[config.mk]
export PLATFORM = sky130hd
export DESIGN_NAME = pipelined_sub32
export DESIGN_NICKNAME = d
export VERILOG_FILES = /design/src/rtl/arith_pkg.sv /design/src/rtl/sub_slice8.sv /design/src/rtl/pipelined_sub32.sv
export SDC_FILE = /design/constraint.sdc
export NUM_CORES = 1
export LEC_CHECK = 0
export BUFFER_PORTS_ARGS = -buffer_cell sky130_fd_sc_hd__clkbuf_2
export CAP_MARGIN = 20
export CORE_MARGIN = 2
export CORE_UTILIZATION = 55
export CTS_BUF_LIST = sky130_fd_sc_hd__clkbuf_4
export DETAILED_ROUTE_END_ITERATION = 10
export PLACE_DENSITY = 0.82
export SLEW_MARGIN = 20
export SYNTH_ARGS = -nofsm -noshare
export SYNTH_HDL_FRONTEND = slang
export SYNTH_SLANG_ARGS = --single-unit
[constraint.sdc]
create_clock -name clk -period 7.2 [get_ports clk]
set_input_delay 1.08 -clock clk [delete_from_list [all_inputs] [get_ports clk]]
set_output_delay 1.08 -clock clk [all_outputs]
set_load 0.005 [all_outputs]
[src/rtl/arith_pkg.sv]
// -----------------------------------------------------------------------------
// arith_pkg
// Shared definitions for the pipelined arithmetic datapath.
//   WIDTH_32     : default operand width of the subtractor
//   SLICE_8      : bits resolved per pipeline stage
//   stage_rec_t  : contents of one subtractor pipeline stage
//   cla4()       : 4-bit generate/propagate carry look-ahead helper
// -----------------------------------------------------------------------------
package arith_pkg;

    localparam int WIDTH_32 = 32;
    localparam int SLICE_8  = 8;

    // One pipeline stage. done holds the already-resolved low bits in their
    // final positions; pend_a/pend_b hold the unprocessed high operand bits,
    // shifted down so the next slice always works on bits [SLICE-1:0].
    typedef struct packed {
        logic                valid;
        logic [WIDTH_32-1:0] done;
        logic [WIDTH_32-1:0] pend_a;
        logic [WIDTH_32-1:0] pend_b;
        logic                carry;   // carry = ~borrow into the next slice
        logic                a_msb;
        logic                b_msb;
    } stage_rec_t;

    // 4-bit look-ahead: returns {cout, c3, c2, c1, c0} where ci is the carry
    // into bit i of the group (c0 = cin).
    function automatic logic [4:0] cla4(input logic [3:0] g,
                                        input logic [3:0] p,
                                        input logic       cin);
        logic c1;
        logic c2;
        logic c3;
        logic c4;
        c1 = g[0] | (p[0] & cin);
        c2 = g[1] | (p[1] & g[0]) | (p[1] & p[0] & cin);
        c3 = g[2] | (p[2] & g[1]) | (p[2] & p[1] & g[0])
                  | (p[2] & p[1] & p[0] & cin);
        c4 = g[3] | (p[3] & g[2]) | (p[3] & p[2] & g[1])
                  | (p[3] & p[2] & p[1] & g[0])
                  | (p[3] & p[2] & p[1] & p[0] & cin);
        return {c4, c3, c2, c1, cin};
    endfunction

endpackage

[src/rtl/sub_slice8.sv]
// -----------------------------------------------------------------------------
// sub_slice8
// Combinational 8-bit slice computing a + ~b + cin, i.e. a - b - ~cin.
// Two 4-bit look-ahead groups; the upper group takes the lower group's cout.
//   a, b  : slice operands
//   cin   : carry in (= ~borrow in)
//   sum   : slice result bits
//   cout  : carry out (= ~borrow out)
// -----------------------------------------------------------------------------
import arith_pkg::*;

module sub_slice8 (
    input  logic [SLICE_8-1:0] a,
    input  logic [SLICE_8-1:0] b,
    input  logic               cin,
    output logic [SLICE_8-1:0] sum,
    output logic               cout
);

    logic [SLICE_8-1:0] nb_s;
    logic [SLICE_8-1:0] g_s;
    logic [SLICE_8-1:0] p_s;
    logic [4:0]         lo_s;
    logic [4:0]         hi_s;

    // Generate/propagate against the inverted subtrahend, then resolve carries
    always_comb begin
        nb_s = ~b;
        g_s  = a & nb_s;
        p_s  = a ^ nb_s;
        lo_s = cla4(g_s[3:0], p_s[3:0], cin);
        hi_s = cla4(g_s[7:4], p_s[7:4], lo_s[4]);
        sum  = p_s ^ {hi_s[3:0], lo_s[3:0]};
        cout = hi_s[4];
    end

endmodule

[src/rtl/pipelined_sub32.sv]
// -----------------------------------------------------------------------------
// pipelined_sub32
// Valid/ready pipelined subtractor: diff = a - b - bin, one 8-bit slice per
// stage, borrow carried between stages as a registered carry (~borrow).
//   clk, rst            : clock, synchronous active-high reset
//   in_valid / in_ready : operand handshake (a, b, bin)
//   out_valid/out_ready : result handshake (diff, bout, of)
//   diff                : (a - b - bin) mod 2^WIDTH
//   bout                : unsigned borrow out (a < b + bin)
//   of                  : two's-complement overflow
// Only the default WIDTH=32 / SLICE=8 geometry is supported (stage record
// and slice cell are sized for it).
// -----------------------------------------------------------------------------
import arith_pkg::*;

module pipelined_sub32 #(
    parameter int WIDTH = WIDTH_32,
    parameter int SLICE = SLICE_8
) (
    input  logic             clk,
    input  logic             rst,
    input  logic             in_valid,
    output logic             in_ready,
    input  logic [WIDTH-1:0] a,
    input  logic [WIDTH-1:0] b,
    input  logic             bin,
    output logic             out_valid,
    input  logic             out_ready,
    output logic [WIDTH-1:0] diff,
    output logic             bout,
    output logic             of
);

    localparam int STAGES = WIDTH / SLICE;

    // Stages 0..STAGES-2 are records; the final stage is the output register.
    stage_rec_t       stage_r     [0:STAGES-2];
    stage_rec_t       stage_nxt_s [0:STAGES-2];

    logic [SLICE-1:0] sa_s  [0:STAGES-1];
    logic [SLICE-1:0] sb_s  [0:STAGES-1];
    logic [SLICE-1:0] sum_s [0:STAGES-1];
    logic             cin_s [0:STAGES-1];
    logic             cout_s[0:STAGES-1];

    logic             adv_s;
    logic             out_valid_r;
    logic [WIDTH-1:0] diff_r;
    logic             bout_r;
    logic             of_r;
    logic             out_valid_nxt_s;
    logic [WIDTH-1:0] diff_nxt_s;
    logic             bout_nxt_s;
    logic             of_nxt_s;

    // Whole pipe moves together; an empty or consumed output slot frees it
    always_comb begin
        adv_s    = ~out_valid_r | out_ready;
        in_ready = adv_s;
    end

    // Slice k always works on the low SLICE bits of the previous stage's
    // pending operands; slice 0 works straight off the ports
    always_comb begin
        sa_s[0]  = a[SLICE-1:0];
        sb_s[0]  = b[SLICE-1:0];
        cin_s[0] = ~bin;
        for (int k = 1; k < STAGES; k++) begin
            sa_s[k]  = stage_r[k-1].pend_a[SLICE-1:0];
            sb_s[k]  = stage_r[k-1].pend_b[SLICE-1:0];
            cin_s[k] = stage_r[k-1].carry;
        end
    end

    for (genvar gk = 0; gk < STAGES; gk++) begin : g_slice
        sub_slice8 u_slice (
            .a    (sa_s[gk]),
            .b    (sb_s[gk]),
            .cin  (cin_s[gk]),
            .sum  (sum_s[gk]),
            .cout (cout_s[gk])
        );
    end

    // Next contents of every intermediate stage record
    always_comb begin
        stage_nxt_s[0].valid            = in_valid;
        stage_nxt_s[0].done             = '0;
        stage_nxt_s[0].done[SLICE-1:0]  = sum_s[0];
        stage_nxt_s[0].pend_a           = a >> SLICE;
        stage_nxt_s[0].pend_b           = b >> SLICE;
        stage_nxt_s[0].carry            = cout_s[0];
        stage_nxt_s[0].a_msb            = a[WIDTH-1];
        stage_nxt_s[0].b_msb            = b[WIDTH-1];
        for (int k = 1; k < STAGES - 1; k++) begin
            stage_nxt_s[k]                       = stage_r[k-1];
            stage_nxt_s[k].done[k*SLICE +: SLICE] = sum_s[k];
            stage_nxt_s[k].pend_a                = stage_r[k-1].pend_a >> SLICE;
            stage_nxt_s[k].pend_b                = stage_r[k-1].pend_b >> SLICE;
            stage_nxt_s[k].carry                 = cout_s[k];
        end
    end

    // Final slice and flags; bubbles present all-zero data at the outputs
    always_comb begin
        out_valid_nxt_s = stage_r[STAGES-2].valid;
        diff_nxt_s      = stage_r[STAGES-2].done;
        diff_nxt_s[(STAGES-1)*SLICE +: SLICE] = sum_s[STAGES-1];
        bout_nxt_s      = ~cout_s[STAGES-1];
        of_nxt_s        = (stage_r[STAGES-2].a_msb != stage_r[STAGES-2].b_msb) &
                          (diff_nxt_s[WIDTH-1] != stage_r[STAGES-2].a_msb);
        if (!stage_r[STAGES-2].valid) begin
            diff_nxt_s = '0;
            bout_nxt_s = 1'b0;
            of_nxt_s   = 1'b0;
        end else begin
            diff_nxt_s = diff_nxt_s;
        end
    end

    // Stage and output registers: clear on reset, shift on advance, else hold
    always_ff @(posedge clk) begin
        if (rst) begin
            for (int k = 0; k < STAGES - 1; k++) begin
                stage_r[k] <= '0;
            end
            out_valid_r <= 1'b0;
            diff_r      <= '0;
            bout_r      <= 1'b0;
            of_r        <= 1'b0;
        end else if (adv_s) begin
            for (int k = 0; k < STAGES - 1; k++) begin
                stage_r[k] <= stage_nxt_s[k];
            end
            out_valid_r <= out_valid_nxt_s;
            diff_r      <= diff_nxt_s;
            bout_r      <= bout_nxt_s;
            of_r        <= of_nxt_s;
        end
    end

    assign out_valid = out_valid_r;
    assign diff      = diff_r;
    assign bout      = bout_r;
    assign of        = of_r;

endmodule

* After elaboration in Yosys (flattened, before gate mapping)
Memory sizes are Yosys's and may differ from the RTL's.
Cells that the tools add are included.
W data, S select, Z words.
** Storage, ports and cells
- Memories kept :: 1
- Word-level logic and storage cells :: 250
- Bits in registers :: 35
- RAM bits :: 252
** Memory list
- stage_r :: words 3, bits a word 84, read ports 3, clocked after Yosys merged registers in 0, write ports 3, line pipelined_sub32.sv:37 : stage_rec_t stage_r [0:STAGES-2];
** Cells by class
- Muxes and demuxes :: 11
- Bitwise gates (word level) :: 232
- Equality and inequality tests :: 2
** Operators with widths (number)
- $mux W84 :: 3
- $and A1 B1 Y1 :: 129
- $or A1 B1 Y1 :: 84
- $xor A8 B8 Y8 :: 8
- $and A8 B8 Y8 :: 4
- $mux W32 :: 1
- $not A8 Y8 :: 4
- $mux W1 :: 7
- $not A1 Y1 :: 3
- $ne A1 B1 Y1 :: 2

* Logic depth before layout (Yosys ltp)
Gate-level depths: netlist (run 1).
An unclocked memory read counts as a cell.
- Depth in word-level cells :: 14
- Depth in mapped cells :: 9
- Gate-level depth less buffers :: 9

* Hierarchy
From an unflattened synthesis (run 1), not the netlist that was laid out.
** Second synthesis, totals
- Cell total of the unflattened synthesis :: 576
- Area total of the unflattened synthesis :: 8127.8 sq um
** Modules (own cells, without submodules)
- pipelined_sub32 :: cells an instance 404, area an instance 6776.5 sq um, instances 1
- sub_slice8 :: cells an instance 43, area an instance 337.8 sq um, instances 4

* Worst setup path after synthesis (run 1)
OpenSTA, ideal clock, no wires.
- Path type :: in2reg
- Start point :: input port out_ready
- End point :: memory stage_r[0][100] (netlist name), enable pin
- Path buffers :: 1
- Cell stages on the path :: 5
- Path slack :: 2.353 ns
- Library setup time :: 0.503 ns
- Data arrival time :: 4.344 ns
- Cells stage by stage :: nor2b_2 -> inv_2 -> nor2_2 -> buf_2 -> inv_1
** RTL lines
- start: declaration :: line pipelined_sub32.sv:28 : input logic out_ready,
- end: declaration :: line pipelined_sub32.sv:37

==> results of run 1 <==
[cell usage in the layout (no fill, tap or decap), drive strengths merged, types with 5 or more instances in the layout]
cell    count
clkbuf    121
a21o        6
a211oi      7
nor3        7
clkinv      5
dfxtp      35
nand2      13
a21oi       8
xnor2       5
a22o       25
o21ai      18
fa          8
xor2       14
inv        53
nor2       33
ha         32
and2      124
edfxtp    150
[flip-flops by register name, indices dropped and copies added, names as in the netlist]
signal,count
bout,1
diff,32
of,1
out_valid,1
stage_r,150
[power by group through the flow]
stage / Clock [W] / Sequential (W) / Combinational, W
6_report: 0.000625 / 0.00125 / 0.000208
5_1_grt: 0.000674 / 0.00126 / 0.000237
4_1_cts: 0.000638 / 0.00125 / 0.000210
3_5_place_dp: 0 / 0.00128 / 0.000209
3_3_place_gp: 0 / 0.00127 / 0.000197
2_1_floorplan: 0 / 0.00127 / 0.000153
[worst paths after layout]
check,from,end,slack (ns),depth (start not counted)
max,out_ready,stage_r[0][101]$_SDFFCE_PN0P_,4.55,8
min,stage_r[0][237]$_SDFFCE_PN0P_,diff[18]$_SDFFE_PP0P_,0.47,1
max reg2reg,out_valid$_SDFFE_PP0P_,stage_r[0][101]$_SDFFCE_PN0P_,4.69,7
min reg2reg,stage_r[0][237]$_SDFFCE_PN0P_,diff[18]$_SDFFE_PP0P_,0.47,1
[per-layer routing]
layer | part of all wire [%] | global-route usage [%]
met4 | 2.5 | 8.43
met2 | 50 | 28.6
met1 | 43 | 21.6
met3 | 4.9 | 4.62
met5 | 0 | 0
[cells by family after synthesis]
family                     Yosys count  share of synthesized area, %
buffers and inverters               68                          3.38
adders and majority gates           40                          7.08
xor gates and xnor gates            19                          2.10
AOI/OAI and AO/OA                   80                          7.76
DFF                                185                          65.8
and+or+nand+nor                    192                          13.9
[cell type report]
class                           instances  share of cell area [%]
Clock buffer                           17                    1.43
Multi-Input combinational cell        331                    27.3
Clock inverter                         15                    2.32
Inverter                               46                    1.99
Timing Repair Buffer                  108                    6.29
Tap cell                              180                    2.52
Sequential cell                       185                    58.2
Antenna cell                            1                  0.0280
[through the flow]
step	std cells	util (%)
finish	883	64.0
global route	883	64.0
CTS	881	63.8
detailed placement	849	61.4
global placement	849	61.4
floorplan	584	-
==> impl_metrics.toml, run 1 <==
[status]
outcome = "completed"

[detailed_routing]
viasPerCell = 5.00
drc = 0
wl_mm = 12.2
avgRoutedWirePerCell_um = 13.8
drt_iter0_drc = 219
num_vias = 4416
ant_nets = 0
first_pass_iters = 5

[floorplan]
initial_utilization_pct = 56.6
die-area_sq_um = 15400
pin_count = 105
die_w_um = 124
die_h_um = 124
rows = 43
coreArea_sq_um = 14000

[synthesis]
synth_warnings = 0
synth_nets = 693
synth_area_leaders = "edfxtp_1 (57%), and2_1 (9.8%), dfxtp_1 (8.9%), ha_1 (5.1%), a22o_1 (2.8%)"
yosys.cell_count.top_type = "edfxtp_1"
synth_edf_count = 150
yosys-top-cells-count = "edfxtp_1 (150), and2_1 (124), inv_1 (45)"
synth_ff_type = "edfxtp_1"
synthDistinctLibCells = 44
syn_area_sq_um = 7910
yosysTopAreaCellShare_pct = 56.9
syn_inst = 584
ys_seq_area_share_pct = 65.8
synth-async-reset-ratio_pct = 0
syn_avg_cell_area_sq_um = 13.6
yosys.area.top_type = "edfxtp_1"
synth-seq-cells = 185

[timing]
fmax_mhz = 377
worstMarginPinSlew_ns = 1.04
hold_ws_ns = 0.472
finalClockSkew_ns = 0.0238
relSlewSlack_pct = 30.7
fin_crit_ns = 2.65
rsz0062_at_grt = "false"
tns_ns = 0
worst_slack_ns = 4.55
drv_slew = 0
setup_viol = 0
finalCritPeriodShare_pct = 36.9
hold_viol = 0

[clocking]
cts_buffers = 17
clkSinkCount = 185
insertion_delay_ns = 0.57
cts_tree = "done"
cts-htree-levels = 4
ctsHoldBuffers = 0
cts.clk_slew.worst_paths_ns = 0.16
cts-resized-gates = 0
clock_path_buffers = 2
ctsRootBufferMaster = "clkbuf_4"
post-cts-setup-buffers = 0

[setup_path]
critPathBufInv = 6
required_ns = 7.47
cpMaxStageDelayCell = "buf_4"
path_cells = "clkbuf_2, nor2b_2, inv_2, nor2_2, buf_4, inv_6, buf_4, buf_12"
crit_fanout = 58
crit_type = "in2reg"
cpLargestDelayFamily = "buffers and inverters"
setup.worst_path.end_class = "register"
slowest_delay_ns = 0.56
crit_top_cell = "buf_4"
cp-start-kind = "input port"
critical_path_arrival_ns = 2.92

[pwr]
p_total_w = 0.00208
p_sw_w = 0.000499
p_leak_nw = 3.87
comb_power_share_pct = 10.0
intPower_w = 0.00158
p_clk_share_pct = 30.0
power_density_nw_per_um2 = 233
pwr-share-seq_pct = 60.0
ir_drop_v = 0.000102
switching_share_pct = 24.0

[global_route]
grt_pass1_vias = 4323
track_usage_pct = 17.5
antenna_found_initial = 1
grt_pass1_wl_mm = 20.1
grt_max_degree = 127
grt.overflow.total = 0

[placed_design]
portBuffers = 104
place_ws_ns = 3.84
placed_area_sq_um = 8590
place_hpwl_mm = 8.63
gp_congestion = 0.873

[cells_and_area]
syn_to_final_growth_pct = 13.1
drive_gt1_share_pct = 22.1
multi_input_area_sq_um = 2440
regArea_sq_um = 5200
nets = 798
nFillCells = 1061
final_area_sq_um = 8950

[job]
drv_cap = 0

[min_path]
hold_path.class = "reg2reg"
No activity file was read; power rests on OpenSTA's default activity.
==> inputs of run 2 (changes only) <==
clock period = 2.61 ns   (was 7.2 ns; I/O delays follow)
==> impl_metrics.toml, run 2 (synthesis results as in run 1) <==
[status]
outcome = "completed"

[clocking]
cts-resized-gates = 0
clkSinkCount = 185
post-cts-setup-buffers = 0
cts.clk_slew.worst_paths_ns = 0.14
cts_tree = "done"
ctsHoldBuffers = 0
insertion_delay_ns = 0.54
cts_buffers = 17
clock_path_buffers = 2
cts-htree-levels = 4
ctsRootBufferMaster = "clkbuf_4"

[global_route]
antenna_found_initial = 1
grt.overflow.total = 0
grt_pass1_wl_mm = 20.7
grt_pass1_vias = 4493
track_usage_pct = 17.6
grt_max_degree = 126

[floorplan]
die-area_sq_um = 15400
die_h_um = 124
rows = 43
pin_count = 105
die_w_um = 124
initial_utilization_pct = 56.6
coreArea_sq_um = 14000

[pwr]
power_density_nw_per_um2 = 626
intPower_w = 0.00433
comb_power_share_pct = 10.3
p_leak_nw = 3.88
p_sw_w = 0.00129
ir_drop_v = 0.000288
switching_share_pct = 22.9
p_clk_share_pct = 28.3
pwr-share-seq_pct = 61.3

[cells_and_area]
layout_common_cells = "edfxtp_1 (150), and2_1 (124), clkbuf_2 (104)"
final_area_sq_um = 8990
nFillCells = 1030
largest_reg_flops = 150
layout_commonest_cell = "edfxtp_1"
top_register = "stage_r"
nets = 803
syn_to_final_growth_pct = 13.6
final_util_pct = 64.2
drive_gt1_share_pct = 22.3

[job]
drv_cap = 0

[placed_design]
placed_area_sq_um = 8680
place_hpwl_mm = 8.76
portBuffers = 104
gp_congestion = 0.928
place_ws_ns = 0.240

[detailed_routing]
drc = 0
avgRoutedWirePerCell_um = 13.9
first_pass_iters = 5
viasPerCell = 5.04
wl_mm = 12.4
drt_iter0_drc = 287
ant_nets = 0
num_vias = 4474

[timing]
worstMarginPinSlew_ns = 0.567
setup_viol = 0
fmax_mhz = 434
hold_ws_ns = 0.0956
hold_viol = 0
finalCritPeriodShare_pct = 88.2
worst_slack_ns = 0.307
relSlewSlack_pct = 62.2
rsz0062_at_grt = "false"
finalClockSkew_ns = 0.0152
fin_crit_ns = 2.30
drv_slew = 0

[setup_path]
critical_path_arrival_ns = 2.70
crit_top_cell = "nor2_1"
crit_type = "reg2reg"
crit_fanout = 3
setup.worst_path.end_class = "register"
slowest_delay_ns = 0.43
cpMaxStageDelayCell = "fa_1"
r2r_setup_slack_ns = 0.31
cp-start-kind = "register"
path_cells = "inv_1, ha_1, a211oi_2, nor2_1, or2_1, a21oi_1, fa_1, nor2_1"
required_ns = 3.01

[min_path]
hold_path.class = "in2reg"
==> run 2: cell types whose count changed in the layout (fill, tap and decap cells not counted), moves of 3 or more <==
cell and delta:
clkinvlp_4 +6, inv_6 -4, buf_4 +3, clkinv_4 -4
==> run 2: power groups by stage <==
stage	sequential [W]	combinational (W)	clock, W
2_1_floorplan	0.00350	0.000424	0
3_3_place_gp	0.00351	0.000545	0
3_5_place_dp	0.00352	0.000580	0
4_1_cts	0.00345	0.000583	0.00165
5_1_grt	0.00347	0.000663	0.00176
6_report	0.00345	0.000580	0.00159
==> run 2: cell type report <==
type	instances	area, sq um	area share [%]
tap	180	225	2.51
clock buffer	17	128	1.42
multi-input combinational	331	2450	27.3
antenna	1	2.50	0.0278
timing repair buffer	113	626	6.96
sequential	185	5200	57.9
inverter	46	176	1.96
clock inverter	15	174	1.94
==> run 2: routing by layer <==
metal  global-route usage (%)  wire length, um
met1                     22.7             5430
met2                     28.4             6090
met3                     4.26              608
met4                     8.15              260
met5                        0                0
==> run 2: per-stage QoR <==
| stage | instances | total power (W) | setup TNS (ns) |
|---|---|---|---|
| final | 888 | 0.00562 | 0 |
| after CTS | 887 | 0.00568 | 0 |
| after global placement | 855 | 0.00406 | 0 |
| after floorplan | 584 | 0.00392 | -135.42 |
| after global routing | 888 | 0.00589 | 0 |
| after detailed placement | 855 | 0.00410 | 0 |
==> run 2: path summary, 6_finish.rpt <==
kind                                from                             to  depth (start not counted)
min                                  rst         out_valid$_SDFFE_PP0P_                          2
min reg2reg        diff[31]$_SDFFE_PP0P_          diff[31]$_SDFFE_PP0P_                          2
max reg2reg  stage_r[0][3]$_SDFFCE_PN0P_  stage_r[0][147]$_SDFFCE_PN0P_                          8
max          stage_r[0][3]$_SDFFCE_PN0P_  stage_r[0][147]$_SDFFCE_PN0P_                          8
==> run 2: worst max-delay path: cells and delay by family, from the launching register on <==
family,cells,cell delay [ns]
AO/OA/AOI/OAI,2,0.50
adder cells (fa/ha/maj),2,0.74
flip-flops,1,0.40
buffers and inverters,1,0.05
AND/OR/NAND/NOR,3,0.45
